==> src/rtl/park_gate_sequencer.sv <==
// park_gate_sequencer: debounces the two barrier beams and classifies complete
// passes as entries or exits, while tracking a saturating occupancy count.
// Ports: clk/rst (sync, active-high); sensor_a/sensor_b raw beams (1 = blocked);
//   entry_pulse/exit_pulse/reject_pulse one-cycle events; gate_open barrier request;
//   full, occupancy[3:0], underflow (sticky) status. All outputs registered.
module park_gate_sequencer #(
  parameter int DEBOUNCE_CYCLES = 4,
  parameter int CAPACITY        = 12,
  parameter int TIMEOUT_CYCLES  = 255
) (
  input  logic       clk,
  input  logic       rst,
  input  logic       sensor_a,
  input  logic       sensor_b,
  output logic       entry_pulse,
  output logic       exit_pulse,
  output logic       reject_pulse,
  output logic       gate_open,
  output logic       full,
  output logic [3:0] occupancy,
  output logic       underflow
);

  typedef enum logic [2:0] {IDLE, EN1, EN2, EN3, EX1, EX2, EX3, REJ} state_t;

  localparam logic [3:0] DEB_LAST = 4'(DEBOUNCE_CYCLES - 1);
  localparam logic [7:0] TMO_LAST = 8'(TIMEOUT_CYCLES - 1);
  localparam logic [3:0] CAP      = 4'(CAPACITY);

  logic       a_s1, a_s2, b_s1, b_s2;
  logic [3:0] cnt_a, cnt_b, cnt_a_nxt, cnt_b_nxt;
  logic       da, db, da_nxt, db_nxt;
  logic [7:0] tmo;
  state_t     state, state_nxt;

  // Stability filter: a run of samples that differ from the current level is
  // counted; the level flips on the last sample of the run, and any sample that
  // matches the current level restarts the run.
  always_comb begin
    da_nxt    = da;
    db_nxt    = db;
    cnt_a_nxt = '0;
    cnt_b_nxt = '0;
    if (a_s2 != da) begin
      if (cnt_a == DEB_LAST) da_nxt = a_s2;
      else                   cnt_a_nxt = cnt_a + 4'd1;
    end
    if (b_s2 != db) begin
      if (cnt_b == DEB_LAST) db_nxt = b_s2;
      else                   cnt_b_nxt = cnt_b + 4'd1;
    end
  end

  // The FSM looks at the debounced level as it settles on this edge, so the
  // state (and gate_open) moves on the same edge that da/db change.
  always_comb begin
    state_nxt = state;
    case (state)
      IDLE: begin
        if (da_nxt && !db_nxt)      state_nxt = full ? REJ : EN1;
        else if (db_nxt && !da_nxt) state_nxt = EX1;
      end
      EN1: begin
        if (da_nxt && db_nxt)         state_nxt = EN2;
        else if (!da_nxt && !db_nxt)  state_nxt = IDLE;
      end
      EN2: begin
        if (!da_nxt && db_nxt)        state_nxt = EN3;
        else if (da_nxt && !db_nxt)   state_nxt = EN1;
        else if (!da_nxt && !db_nxt)  state_nxt = IDLE;
      end
      EN3: begin
        if (!da_nxt && !db_nxt)       state_nxt = IDLE;
        else if (da_nxt && db_nxt)    state_nxt = EN2;
      end
      EX1: begin
        if (da_nxt && db_nxt)         state_nxt = EX2;
        else if (!da_nxt && !db_nxt)  state_nxt = IDLE;
      end
      EX2: begin
        if (da_nxt && !db_nxt)        state_nxt = EX3;
        else if (!da_nxt && db_nxt)   state_nxt = EX1;
        else if (!da_nxt && !db_nxt)  state_nxt = IDLE;
      end
      EX3: begin
        if (!da_nxt && !db_nxt)       state_nxt = IDLE;
        else if (da_nxt && db_nxt)    state_nxt = EX2;
      end
      REJ: begin
        if (!da_nxt && !db_nxt)       state_nxt = IDLE;
      end
      default: state_nxt = IDLE;
    endcase
  end

  always_ff @(posedge clk) begin
    if (rst) begin
      a_s1         <= 1'b0;
      a_s2         <= 1'b0;
      b_s1         <= 1'b0;
      b_s2         <= 1'b0;
      cnt_a        <= '0;
      cnt_b        <= '0;
      da           <= 1'b0;
      db           <= 1'b0;
      state        <= IDLE;
      tmo          <= '0;
      entry_pulse  <= 1'b0;
      exit_pulse   <= 1'b0;
      reject_pulse <= 1'b0;
      gate_open    <= 1'b0;
      full         <= 1'b0;
      occupancy    <= '0;
      underflow    <= 1'b0;
    end else begin
      a_s1         <= sensor_a;
      a_s2         <= a_s1;
      b_s1         <= sensor_b;
      b_s2         <= b_s1;
      cnt_a        <= cnt_a_nxt;
      cnt_b        <= cnt_b_nxt;
      da           <= da_nxt;
      db           <= db_nxt;
      entry_pulse  <= 1'b0;
      exit_pulse   <= 1'b0;
      reject_pulse <= 1'b0;
      // full lags occupancy by one cycle.
      full         <= (occupancy == CAP);

      if (state_nxt != state) begin
        state     <= state_nxt;
        tmo       <= '0;
        gate_open <= (state_nxt != IDLE) && (state_nxt != REJ);
        if (state == EN3 && state_nxt == IDLE) begin
          entry_pulse <= 1'b1;
          if (occupancy != CAP) occupancy <= occupancy + 4'd1;
        end
        if (state == EX3 && state_nxt == IDLE) begin
          exit_pulse <= 1'b1;
          if (occupancy != 4'd0) occupancy <= occupancy - 4'd1;
          else                   underflow <= 1'b1;
        end
        if (state == REJ && state_nxt == IDLE) reject_pulse <= 1'b1;
      end else if (state != IDLE) begin
        // Stuck pass: drop back to IDLE silently.
        if (tmo == TMO_LAST) begin
          state     <= IDLE;
          tmo       <= '0;
          gate_open <= 1'b0;
        end else begin
          tmo <= tmo + 8'd1;
        end
      end
    end
  end

endmodule
==> config.mk <==
export PLATFORM = sky130hd
export DESIGN_NAME = park_gate_sequencer
export DESIGN_NICKNAME = d
export VERILOG_FILES = /design/src/rtl/park_gate_sequencer.sv
export SDC_FILE = /design/constraint.sdc
export NUM_CORES = 1
export LEC_CHECK = 0
export ABC_AREA = 1
export CORE_UTILIZATION = 45
export CTS_CLUSTER_SIZE = 8
export DETAILED_ROUTE_END_ITERATION = 10
export PLACE_DENSITY = 0.69
export SYNTH_ARGS = -nofsm -noshare
export SYNTH_HDL_FRONTEND = slang
export SYNTH_SLANG_ARGS = --single-unit
==> constraint.sdc <==
create_clock -name clk -period 1.72 [get_ports clk]
set_input_delay 0.258 -clock clk [delete_from_list [all_inputs] [get_ports clk]]
set_output_delay 0.258 -clock clk [all_outputs]
set_load 0.02 [all_outputs]
### Word-level counts from Yosys, hierarchy flattened

Cells that the tools add are included.
W data, S select, Z words.

| storage, ports and cells | value |
|---|---|
| memories | 0 |
| memory bits (writable) | 0 |
| word-level logic and storage cells | 98 |
| latch bits | 0 |
| register bits | 35 |
| ROM bits | 0 |
| input port bits | 4 |
| output and inout bits | 10 |

| cells by class | value |
|---|---|
| magnitude comparators | 0 |
| equality and inequality tests | 16 |
| mux-type cells | 33 |
| reductions and logical operators | 23 |
| divide/modulo/power cells | 0 |
| bitwise operators | 4 |
| shift operators | 0 |
| $mul | 0 |
| add/subtract/negate cells | 5 |

Operator list:

| operator | number |
|---|---|
| $mux W3 | 17 |
| $pmux W3 S8 | 1 |
| $mux W4 | 4 |
| $add A4 B1 Y4 const B | 3 |
| $eq A3 B3 Y1 const B | 4 |
| $mux W1 | 10 |
| $add A8 B1 Y8 const B | 1 |
| $eq A4 B2 Y1 const B | 2 |
| $eq A8 B8 Y1 const B | 1 |
| $logic_and A1 B1 Y1 | 8 |
| $mux W8 | 1 |
| $eq A3 B2 Y1 const B | 2 |
| $logic_not A3 Y1 | 2 |
| $reduce_bool A3 Y1 | 2 |
| $reduce_or A3 Y1 | 2 |
| $eq A4 B4 Y1 const B | 1 |
| $ne A4 B4 Y1 const B | 1 |
| $not A1 Y1 | 4 |
| $reduce_bool A2 Y1 | 2 |
| $reduce_bool A4 Y1 | 1 |
| $reduce_or A2 Y1 | 2 |
| $sub A4 B1 Y4 const B | 1 |
| $eq A3 B1 Y1 const B | 1 |
| $ne A3 B3 Y1 | 1 |
| other kinds (5) | 7 |

### Longest topological paths before layout

Gate-level depths: netlist (run 1).

| depth | value |
|---|---|
| depth in word-level cells | 14 |
| gate-level depth with buffers | 17 |
| gate-level depth less buffers | 17 |

### Least setup slack after synthesis (run 1)

Ideal clock, no wire load.

| path | value |
|---|---|
| path type | register to register |
| start | reg cnt_a[0] |
| end | reg tmo[5] |
| period minus slack after synthesis | 1.897 ns |
| required time | 1.659 ns |
| arrival | 1.836 ns |
| cell stages (with the launch flop) | 18 |
| path slack | -0.177 ns |
| setup time | 0.061 ns |
| path buffers | 0 |
| cell sequence | dfxtp_1 -> ha_1 -> nand2_2 -> nand2_1 -> nand2_4 -> nand2_4 -> nand2_1 -> nor2_1 -> nor2_2 -> nand2_2 -> nand2_2 -> nand2_1 -> nand2_2 -> nor2_4 -> nand2_4 -> nor2_8 -> inv_4 -> nor2_4 |

| on the way | value |
|---|---|
| longest elaborated chain between the ends | 11 |
| elaborated cells between the ends (all ways) | 24 |
| those cells by class | eq/ne (2); mux (16); reduce/logical (6) |

RTL lines:

| element | RTL line | text |
|---|---|---|
| from (decl) | 31 | `logic [3:0] cnt_a, cnt_b, cnt_a_nxt, cnt_b_nxt;` |
| from (signal assigned) | 120 | `cnt_a <= cnt_a_nxt;` |
| $eq A4 B2 Y1 (*) | 45 | `if (cnt_a == DEB_LAST) da_nxt = a_s2;` |
| $mux W1 (*) | 45 |  |
| $mux W1 (*) | 44 | `if (a_s2 != da) begin` |
| $logic_not A1 Y1 | -- |  |
| $logic_and A1 B1 Y1 | -- |  |
| $mux W3 | -- |  |
| $mux W3 (on tied branches) | 82, 69 |  |
| $mux W3 (on tied branches) | 81, 68 |  |
| $pmux W3 S8 (*) | 58 | `case (state)` |
| $ne A3 B3 Y1 (*) | 130 | `if (state_nxt != state) begin` |
| $reduce_or A2 Y1 (no line) (*) | -- |  |
| to (signal assigned) | 151 | `tmo <= tmo + 8'd1;` |
| to (decl) | 33 | `logic [7:0] tmo;` |

Mark *: on every way between the ends. The rest lies on a longest branch, timed or not.
A chain may end at the register's enable or synchronous reset.

### Final worst setup path (run 1)

| path | value |
|---|---|
| start | reg cnt_b[0] |
| end | reg tmo[6] |

| on the way | value |
|---|---|
| longest elaborated chain between the ends | 11 |
| elaborated cells between the ends (all ways) | 24 |
| those cells by class | eq/ne (2); mux (16); reduce/logical (6) |

RTL lines:

| element | RTL line | text |
|---|---|---|
| from (decl) | 31 |  |
| from (signal assigned) | 121 | `cnt_b <= cnt_b_nxt;` |
| $eq A4 B2 Y1 (*) | 49 | `if (cnt_b == DEB_LAST) db_nxt = b_s2;` |
| $mux W1 (*) | 49 |  |
| $mux W1 (*) | 48 | `if (b_s2 != db) begin` |
| $logic_not A1 Y1 | -- |  |
| $logic_and A1 B1 Y1 | -- |  |
| $mux W3 | -- |  |
| $mux W3 (on tied branches) | 82, 69 |  |
| $mux W3 (on tied branches) | 81, 68 |  |
| $pmux W3 S8 (*) | 58 |  |
| $ne A3 B3 Y1 (*) | 130 |  |
| $reduce_or A2 Y1 (no line) (*) | -- |  |

Marks and branches as above.

==> results of run 1 <==
==> layer usage <==
layer / part of all wire / GRT usage
met4: 0.016 / 0.07556
met1: 0.45 / 0.2430
met5: 0 / 0
met2: 0.50 / 0.3568
met3: 0.033 / 0.03752
==> per-stage QoR <==
stage | util | setup TNS [ns] | hold WS, ns
after floorplan | - | -0.7633 | 0.3271
after global placement | 0.5924 | -2.773 | 0.3957
after detailed placement | 0.5924 | -3.386 | 0.3922
after CTS | 0.6338 | -2.940 | 0.4021
after global routing | 0.6488 | -6.490 | 0.4256
final | 0.6488 | -3.586 | 0.4027
==> worst min-delay path, cell delays in order (launching register included) <==
cell	delay (ns)
dfxtp_1	0.30
inv_1	0.04
nor2_1	0.03
==> how the worst min path moves through the flow <==
stage	end	slack (ns)	cells after the start
floorplan	state[0]	0.33	1
global placement	b_s2	0.40	2
detailed placement	b_s2	0.39	2
CTS	b_s2	0.40	2
global route	b_s2	0.43	2
finish	b_s2	0.40	2
==> flip-flops by register name, indices dropped and copies added (netlist names), 3 cells and up <==
signal and count:
cnt_a 4, cnt_b 4, occupancy 4, state 3, tmo 8
==> power breakdown <==
| part | leakage, nW | internal (mW) | switching (mW) |
|---|---|---|---|
| sequential | 0.285 | 0.829 | 0.0192 |
| clock | 0.0470 | 0.314 | 0.292 |
| combinational | 0.878 | 0.212 | 0.309 |
==> synthesized netlist by cell type (all sizes together), types with 2 or more instances <==
cell	instances	share of area
dfxtp	35	0.34
nand4	9	0.027
or2	2	0.0060
nor2	46	0.13
inv	37	0.068
nand3b	2	0.0072
xnor2	2	0.0084
o21ai	8	0.019
ha	6	0.036
xor2	9	0.038
nand3	30	0.077
nand2	78	0.18
a21oi	9	0.022
buf	3	0.011
nor3	7	0.025
==> what timing repair did <==
item,in CTS,in global routing
resized for setup,13,20
pin swaps,3,5
setup endpoints to repair,19,19
buffers inserted,5,1
==> final cells by class <==
class,instances,share of cell area
multi-input combinational,211,0.4845
tap,52,0.02272
sequential,35,0.2468
inverter,37,0.05111
timing repair buffer,58,0.1643
clock inverter,1,0.001747
clock buffer,6,0.02883
==> kinds of logic after synthesis <==
| logic type | after synthesis | share of synthesized area |
|---|---|---|
| AOI/OAI and AO/OA | 19 | 0.04799 |
| xor gates and xnor gates | 11 | 0.04619 |
| and+or+nand+nor | 175 | 0.4535 |
| adders and majority gates | 6 | 0.03599 |
| buffers and inverters | 41 | 0.08038 |
| DFF | 35 | 0.3359 |
==> impl_metrics.csv, run 1 <==
group,metric,value,unit
status,status,"finished, violations left",
status,violations,"setup timing",
floorplan,fp.dieH,70.08,µm
synthesis,avgSynthCellArea,7.267,µm²
timing,relSlewSlack,0.7244,
setup_path,r2r_start,"cnt_b[0]",
worst_hold_path,min_from,"b_s1",
timing,rsz0062_at_grt,"true",
setup_path,crit_path_start,"cnt_b[0]",
cells_and_area,regArea,706.9,µm²
setup_path,endpoint,"tmo[6]",
clock_network,holdBufCountCts,0,
placement,placed_area,0.002615,mm²
timing,fin_worst_skew,0.005358,ns
floorplan,ios,14,
setup_path,worstSetupEndpointType,"flip-flop",
clock_network,cts_sinks,35,
floorplan,start_util,0.4725,
drt,wirelength,4.615,mm
drt,drc,0,
setup_path,cp.arrival,2.19,ns
timing,setup_slack,-0.2420,ns
synthesis,synth-edff-count,0,
timing,worst_pin_slew,0.4097,ns
setup_path,critPathMaxStageDelay,0.34,ns
clock_network,clkLatencyLatePin,0.29,ns
synthesis,async_flop_share,0,
drt,via_count,1970,
global_route,track_usage,0.2025,
clock_network,numCtsBuffers,5,
drt,wl_per_cell,11.54,µm
drt,first_pass_iters,5,
flow_run,drv_cap,0,
setup_path,path_delay_family,"simple AND/OR/NAND/NOR gates",
floorplan,core,0.004414,mm²
cells_and_area,multiInputGateArea,0.001388,mm²
cells_and_area,layout-drive-gt1-share,0.3707,
floorplan,die_w,70.08,µm
drt,drtAntennaViolNets,0,
cells_and_area,n_fill_cell,387,
synthesis,ys_dominant_reg_cell,"dfxtp_1",
synthesis,ys_ff_latch,35,
setup_path,r2r_end,"tmo[6]",
cells_and_area,area_growth,37.31,%
global_route,grt_pass1_vias,1883,
timing,post-route-min-period,1.962,ns
timing,period_share,1.141,
clock_network,cts_tree,"yes",
global_route,grt-ovfl-total,0,
floorplan,rows,24,
drt,vias_per_cell,4.925,
clock_network,clk_pin_slew,0.07,ns
floorplan,dieArea,0.004911,mm²
synthesis,synth.cell_area,0.002086,mm²
setup_path,critical_path_class,"flip-flop to flip-flop",
worst_hold_path,hp-class,"flip-flop to flip-flop",
timing,setup_viol,19,
setup_path,cp_common_cell,"nand2_4",
cells_and_area,mostFrequentLayoutCells,"nand2_1 (52), buf_4 (45), dfxtp_1 (30), inv_1 (29), nor2_1 (26)",
cells_and_area,stdcell_area,0.002864,mm²
setup_path,start_kind,"flip-flop",
clock_network,h-tree-depth,2,
placement,dp.cells,388,
timing,final_hold_viol_count,0,
synthesis,ys_warn_count,0,
power,power_density,689.9,mW/mm²
setup_path,cp_num_buf_inv,1,
placement,hpwl,3.466,mm
setup_path,cp_slowest_cell,"dfxtp_2",
setup_path,r2r_slack,-0.24,ns
placement,pre_cts_ws,-0.2319,ns
clock_network,cts_root_buffer,"clkbuf_8",
setup_path,reg2reg_depth,16,
drt,drt-initial-drc-count,59,
synthesis,ys_types,30,
timing,drv_slew,0,
setup_path,critical_path_depth,16,
cells_and_area,layout_commonest_cell,"nand2_1",
global_route,antenna_found_initial,0,
power,vdd_drop_max,0.0005415,V
power,power,1.976,mW
setup_path,crit_chain,"ha_4 -> nand2_4 -> nand2_4 -> nand2_8 -> nand2_4 -> nor2_2 -> nor2_2 -> nor2_2 -> nand2_2 -> nand3_2 -> nand3_2 -> nor2_4 -> nand2_4 -> nor2_8 -> inv_8 -> nor2_4",
cells_and_area,fin_cells,400,
placement,portBuffers,13,
setup_path,crit_fanout,8,
clock_network,clk_path_buf_depth,2,
cells_and_area,layout.nets,358,
timing,fmax,509.7,MHz
global_route,grt_pass1_wl,7.969,mm
setup_path,worst-endpoint-required,1.95,ns
placement,gp_congestion,0.8454,
global_route,grt_max_degree,11,
power,power_leakage,1.211,nW
cells_and_area,n_antenna_cell,0,
synthesis,synth_cells,287,
synthesis,synth_nets,297,
synthesis,ys_seq_area_frac,0.3359,
(Power assumes the default switching activity.)
==> run 2, diff against run 1 <==
- CORE_MARGIN: default -> 1
==> results of run 2 <==
No change in the layout: final DEF, timing and power equal those of run 1.
